### src/rtl/regfile_pkg.sv
// Shared sizing defaults and address/data types for the integer register file.
// Register 31 is the hardwired zero register (XZR).
package regfile_pkg;

    localparam int DEFAULT_DATA_WIDTH = 64;
    localparam int DEFAULT_NUM_REGS   = 32;
    localparam int DEFAULT_ADDR_WIDTH = 5;
    localparam int ZERO_REG           = 31;

    typedef logic [DEFAULT_ADDR_WIDTH-1:0] reg_addr_t;
    typedef logic [DEFAULT_DATA_WIDTH-1:0] reg_data_t;

endpackage

### src/rtl/register_row.sv
// One storage row of the register file: a WIDTH-bit register that loads `in`
// when write_enable is high and holds otherwise; async reset clears it.
module register_row
    import regfile_pkg::*;
#(
    parameter int WIDTH = DEFAULT_DATA_WIDTH
) (
    output logic [WIDTH-1:0] out,
    input  logic [WIDTH-1:0] in,
    input  logic             write_enable,
    input  logic             reset,
    input  logic             clk
);

    for (genvar b = 0; b < WIDTH; b++) begin : g_bit
        logic bit_d;
        logic bit_q;

        always_comb begin
            bit_d = bit_q;
            if (write_enable) begin
                bit_d = in[b];
            end
        end

        always_ff @(posedge clk or posedge reset) begin
            if (reset) begin
                bit_q <= 1'b0;
            end else begin
                bit_q <= bit_d;
            end
        end

        assign out[b] = bit_q;
    end

endmodule

### src/rtl/regfile.sv
// Architectural integer register file: NUM_REGS-1 storage rows plus a hardwired
// zero register at the top index, two combinational read ports, one write port.
module regfile
    import regfile_pkg::*;
#(
    parameter int DATA_WIDTH = DEFAULT_DATA_WIDTH,
    parameter int NUM_REGS   = DEFAULT_NUM_REGS,
    parameter int ADDR_WIDTH = DEFAULT_ADDR_WIDTH,
    parameter int BYPASS     = 0
) (
    input  logic                  clk,
    input  logic                  reset,
    input  logic [ADDR_WIDTH-1:0] read_reg1,
    input  logic [ADDR_WIDTH-1:0] read_reg2,
    input  logic [ADDR_WIDTH-1:0] write_reg,
    input  logic [DATA_WIDTH-1:0] write_data,
    input  logic                  write_enable,
    output logic [DATA_WIDTH-1:0] read_data1,
    output logic [DATA_WIDTH-1:0] read_data2
);

    localparam logic [ADDR_WIDTH-1:0] ZERO_ADDR = ADDR_WIDTH'(NUM_REGS - 1);

    logic [NUM_REGS-2:0]   row_we;
    logic [DATA_WIDTH-1:0] row_val [NUM_REGS];
    logic                  write_live;
    logic                  hit1;
    logic                  hit2;

    // A write only counts when it targets a real row and reset is low.
    assign write_live = write_enable && !reset && (write_reg != ZERO_ADDR);

    for (genvar i = 0; i < NUM_REGS - 1; i++) begin : g_row
        assign row_we[i] = write_live && (write_reg == ADDR_WIDTH'(i));

        register_row #(
            .WIDTH(DATA_WIDTH)
        ) u_row (
            .out         (row_val[i]),
            .in          (write_data),
            .write_enable(row_we[i]),
            .reset       (reset),
            .clk         (clk)
        );
    end

    assign row_val[NUM_REGS-1] = '0;

    // Same-cycle forwarding exists only in the BYPASS build.
    assign hit1 = (BYPASS != 0) && write_live && (read_reg1 == write_reg);
    assign hit2 = (BYPASS != 0) && write_live && (read_reg2 == write_reg);

    assign read_data1 = hit1 ? write_data : row_val[read_reg1];
    assign read_data2 = hit2 ? write_data : row_val[read_reg2];

endmodule

### config.mk
export PLATFORM = sky130hd
export DESIGN_NAME = regfile
export DESIGN_NICKNAME = d
export VERILOG_FILES = /design/src/rtl/regfile_pkg.sv /design/src/rtl/register_row.sv /design/src/rtl/regfile.sv
export SDC_FILE = /design/constraint.sdc
export NUM_CORES = 2
export LEC_CHECK = 0
export CORE_MARGIN = 2
export CORE_UTILIZATION = 52
export CTS_CLUSTER_DIAMETER = 50
export DETAILED_ROUTE_END_ITERATION = 8
export HOLD_SLACK_MARGIN = 0.05
export PLACE_DENSITY = 0.77
export SLEW_MARGIN = 15
export SYNTH_ARGS = -nofsm -noshare
export SYNTH_HDL_FRONTEND = slang
export SYNTH_SLANG_ARGS = --single-unit
### constraint.sdc
create_clock -name clk -period 88 [get_ports clk]
set_input_delay 17.6 -clock clk [delete_from_list [all_inputs] [get_ports clk]]
set_output_delay 17.6 -clock clk [all_outputs]
set_load 0.05 [all_outputs]
Word-level counts from Yosys, hierarchy flattened
Cells that the tools add are included.
- order comparisons: 2
- equal/unequal tests: 31
- multiplexer cells: 6
- bitwise logic cells: 2
- reduce and logical (&&, ||, !) cells: 35
- operator list (kind ; count):
    $bmux 64 s5 ; 2
    $mux 64 ; 4
    $eq 5x5->1 const B ; 15
    $eq 5x4->1 const B ; 8
    $logic_and 1x1->1 ; 33
    $eq 5x3->1 const B ; 4
    $ge 6x6->1 const B ; 2
    $not 5->6 ; 2
    $eq 5x2->1 const B ; 2
    $eq 5x1->1 const B ; 1
    $logic_not 5->1 ; 1
    $ne 5x5->1 const B ; 1
    $logic_not 1->1 ; 1
- register bits after elaboration: 1984
- bits of input ports: 82
- output and inout bits: 128
- word-level logic and storage cells: 2060

Depth between registers and ports, before layout
- depth in word-level cells: 4
- mapped depth: 8
- mapped depth without buffers: 4

Modules after synthesis
A second synthesis with hierarchy kept.
- cells, all modules: 9304
- area, all modules: 130834.2 µm²
- modules (own cells, without submodules) (module ; instances ; cells an instance ; area an instance (µm²)):
    register_row ; 31 ; 200 ; 3163.0
    regfile ; 1 ; 3104 ; 32780.2

Worst setup path after synthesis
No wires, ideal clock.
- kind: input to output
- from: input port read_reg1[4]
- to: output port read_data1[61]
- arrival time: 20.078 ns
- slack: 50.322 ns
- stages on the path: 8
- buffers on the path: 4
- path through: buf_2 > buf_2 > buf_2 > nor2_1 > nand2_1 > clkbuf_1 > o22ai_1 > a211oi_1
- word-level cells in the longest chain between the ends: 4
- RTL lines (element ; RTL line ; source):
    start: declaration ; regfile.sv:13 ; input logic [ADDR_WIDTH-1:0] read_reg1,
    $not 5->6 (implied by the code) ; regfile.sv:53 ; assign read_data1 = hit1 ? write_data : row_val[read_reg1];
    $bmux 64 s5 ; regfile.sv:53 ;
    $mux 64 (implied by the code) (2 in a row) ; regfile.sv:53 ;
    end: declaration ; regfile.sv:18 ; output logic [DATA_WIDTH-1:0] read_data1,
Every way passes these cells. The select of a mux whose other input is x is not followed.

Worst setup path in the final report
- from: input port read_reg2[0]
- to: output port read_data2[19]
- word-level cells in the longest chain between the ends: 4
- RTL lines (element ; RTL line ; source):
    start: declaration ; regfile.sv:14 ; input logic [ADDR_WIDTH-1:0] read_reg2,
    $not 5->6 (implied by the code) ; regfile.sv:54 ; assign read_data2 = hit2 ? write_data : row_val[read_reg2];
    $bmux 64 s5 ; regfile.sv:54 ;
    $mux 64 (implied by the code) (2 in a row) ; regfile.sv:54 ;
    end: declaration ; regfile.sv:19 ; output logic [DATA_WIDTH-1:0] read_data2
Every way passes these cells. The select of a mux whose other input is x is not followed.

==> impl_metrics.json <==
{
  "syn_avg_cell_area_um2": 14.5,
  "hp-start": "g_row[20].u_row.g_bit[58].bit_q",
  "top_register": "g_row.u_row.g_bit.bit_q",
  "min_path_type": "reg -> reg",
  "largest_reg_flops": 1984,
  "die_height_um": 452,
  "fin_util": 0.579,
  "drc_errors": 0,
  "syn_nets": 7295,
  "arrival_ns": 23.34,
  "ys.flop_type": "dfrtp_1",
  "crit_path_start": "read_reg2[0]",
  "relSlewSlack": 0.0960,
  "seq_power_share": 0.449,
  "fmax_mhz": 24.4,
  "multiInputGateArea_um2": 51400,
  "cts_max_level": 4,
  "final_common_cell": "dfrtp_1",
  "place_congestion": 0.825,
  "num_rows": 164,
  "dr.pass1.iters": 6,
  "final_area_um2": 116000,
  "wire_per_inst_um": 34.8,
  "fin_crit_sh": 0.465,
  "cts_hold_buf": 0,
  "switchingPower_w": 0.000681,
  "cts_buffers": 213,
  "finalHoldViolations": 0,
  "layout_common_cells": "dfrtp_1, mux2_2, mux4_2, mux2i_1, a22oi_1",
  "drtIter0Drc": 8654,
  "synth.ff_latch_count": 1984,
  "skew_ns": 0,
  "synthArstFlopShare": 1.00,
  "ant_nets": 0,
  "layout-drive-gt1-share": 0.452,
  "yosysUniqueCellTypes": 37,
  "overflow": 0,
  "antenna_found_initial": 25,
  "fillers": 15100,
  "clock_latency_ns": 0.87,
  "post-cts-setup-buffers": 0,
  "grt_usage": 0.333,
  "start_util": 0.523,
  "sw_frac_of_total": 0.272,
  "ys_seq_area_frac": 0.476,
  "placed_area_um2": 108000,
  "combPwrFrac": 0.170,
  "syn_area_um2": 104000,
  "crit_path_end_kind": "output port",
  "setup_viol": 0,
  "grt_pass1_vias": 72600,
  "ff_latch_area_um2": 49600,
  "drv_cap": 0,
  "yosys_warnings": 0,
  "cts.clk_slew.worst_paths_ns": 0.06,
  "p_int_w": 0.00182,
  "largest_registers": "g_row.u_row.g_bit.bit_q x1984",
  "clock-sinks": 1984,
  "dp_hpwl_um": 183000,
  "portBuffers": 209,
  "path_max_fanout": 100,
  "nets": 7072,
  "via_per_inst": 7.15,
  "peakVddDrop_mv": 0.0207,
  "synthCells": 7213,
  "r2r_start": "g_row[10].u_row.g_bit[19].bit_q",
  "core_um2": 200000,
  "worstSetupPathType": "in -> out",
  "cts_tree": "yes",
  "cts-resized-gates": 0,
  "status": "complete, no violations",
  "pwr-share-clk": 0.380,
  "worst_pin_slew_ns": 1.36,
  "dieArea_um2": 204000,
  "critPathLaunchType": "primary input",
  "syn2layout_area_growth_pct": 10.8,
  "p_leak_nw": 51.5,
  "required_ns": 70.40,
  "dr_total_vias": 70400,
  "routed_wl_um": 342000,
  "chipWidth_um": 452,
  "final.setup.tns_ns": 0,
  "ctsLongestPathBuffers": 3,
  "fin_crit_ns": 40.94,
  "pin_count": 210,
  "synth-edff-count": 0,
  "grt_start_max_net_pins": 188,
  "slew_viol_final": 0,
  "grt_pass1_wl_um": 500000,
  "root_buffer": "clkbuf_16",
  "power_per_cell_area_nw_per_um2": 21.6,
  "rsz0062_at_grt": "false"
}
## per-stage QoR
stage / total power (W) / instances / hold slack [ns] / setup slack (ns)
after global placement: 0.00153 / 9429 / 0.480 / 46.89
final: 0.00250 / 9843 / 0.508 / 47.06
after CTS: 0.00250 / 9822 / 0.504 / 46.93
after detailed placement: 0.00156 / 9430 / 0.491 / 46.94
after floorplan: 0.00144 / 7213 / 0.470 / 14.36
after global routing: 0.00258 / 9837 / 0.525 / 46.61
## worst max-delay path, stage by stage
cell	delay, ns
buf_8	0.45
buf_4	0.80
buf_12	0.64
buf_4	0.75
buf_4	0.85
mux4_2	0.60
a22oi_1	0.21
nand4_1	0.41
clkdlybuf4s50_1	0.85
## cell families (layout without fill, tap and decap cells)
family | after synthesis | after routing | share of synthesized area
multiplexers | 3200 | 3200 | 0.415
flip-flops | 1984 | 1984 | 0.476
buffers and inverters | 917 | 871 | 0.0356
AO/OA/AOI/OAI | 830 | 830 | 0.0597
AND/OR/NAND/NOR | 282 | 282 | 0.0140
other | 0 | 20 | 0
## synth_stat cells, drive strengths merged, types with 5 or more instances
cell,number,area share
o22ai,130,0.0078
mux4,704,0.15
mux2,1984,0.21
a211oi,64,0.0046
o211ai,126,0.0091
a21boi,64,0.0046
buf,212,0.010
nor3b,5,0.00046
nor2b,8,0.00048
dfrtp,1984,0.48
a22oi,314,0.023
nand3,70,0.0034
inv,127,0.0046
mux2i,512,0.049
nor2,20,0.00079
nand2b,9,0.00054
nor3,5,0.00044
clkbuf,578,0.021
nand2,86,0.0031
or3,6,0.00036
nand4,63,0.0038
o221ai,126,0.011
## final cells by class
class                      count  share of cell area
timing repair buffer         352              0.0288
inverter                     127             0.00421
clock buffer                 297              0.0531
clock inverter                95              0.0110
tap                         2656              0.0287
sequential                  1984               0.429
multi-input combinational   4312               0.444
antenna                       20            0.000433
## final timing paths
check / to / slack, ns / cells past startpoint
setup / recovery: read_data2[19] / 47.06 / 9
hold / removal: g_row[20].u_row.g_bit[58].bit_q / 0.51 / 1
setup reg to reg: g_row[10].u_row.g_bit[19].bit_q / 87.16 / 1
hold reg to reg: g_row[20].u_row.g_bit[58].bit_q / 0.51 / 1
max in group asynchronous: g_row[24].u_row.g_bit[12].bit_q / 66.46 / 6
min in group asynchronous: g_row[16].u_row.g_bit[42].bit_q / 17.34 / 2
## power groups by stage
stage	Combinational, W	Sequential (W)	Clock [W]
final	0.000426	0.00112	0.000950
after global routing	0.000450	0.00114	0.000994
after CTS	0.000424	0.00112	0.000955
after detailed placement	0.000421	0.00114	0
after global placement	0.000410	0.00112	0
after floorplan	0.000329	0.00111	0
## layer usage
layer,track usage,wire (um)
met1,0.431,126000
met2,0.510,157000
met3,0.0798,36000
met4,0.205,23500
met5,0,98
(Power assumes the default switching activity.)
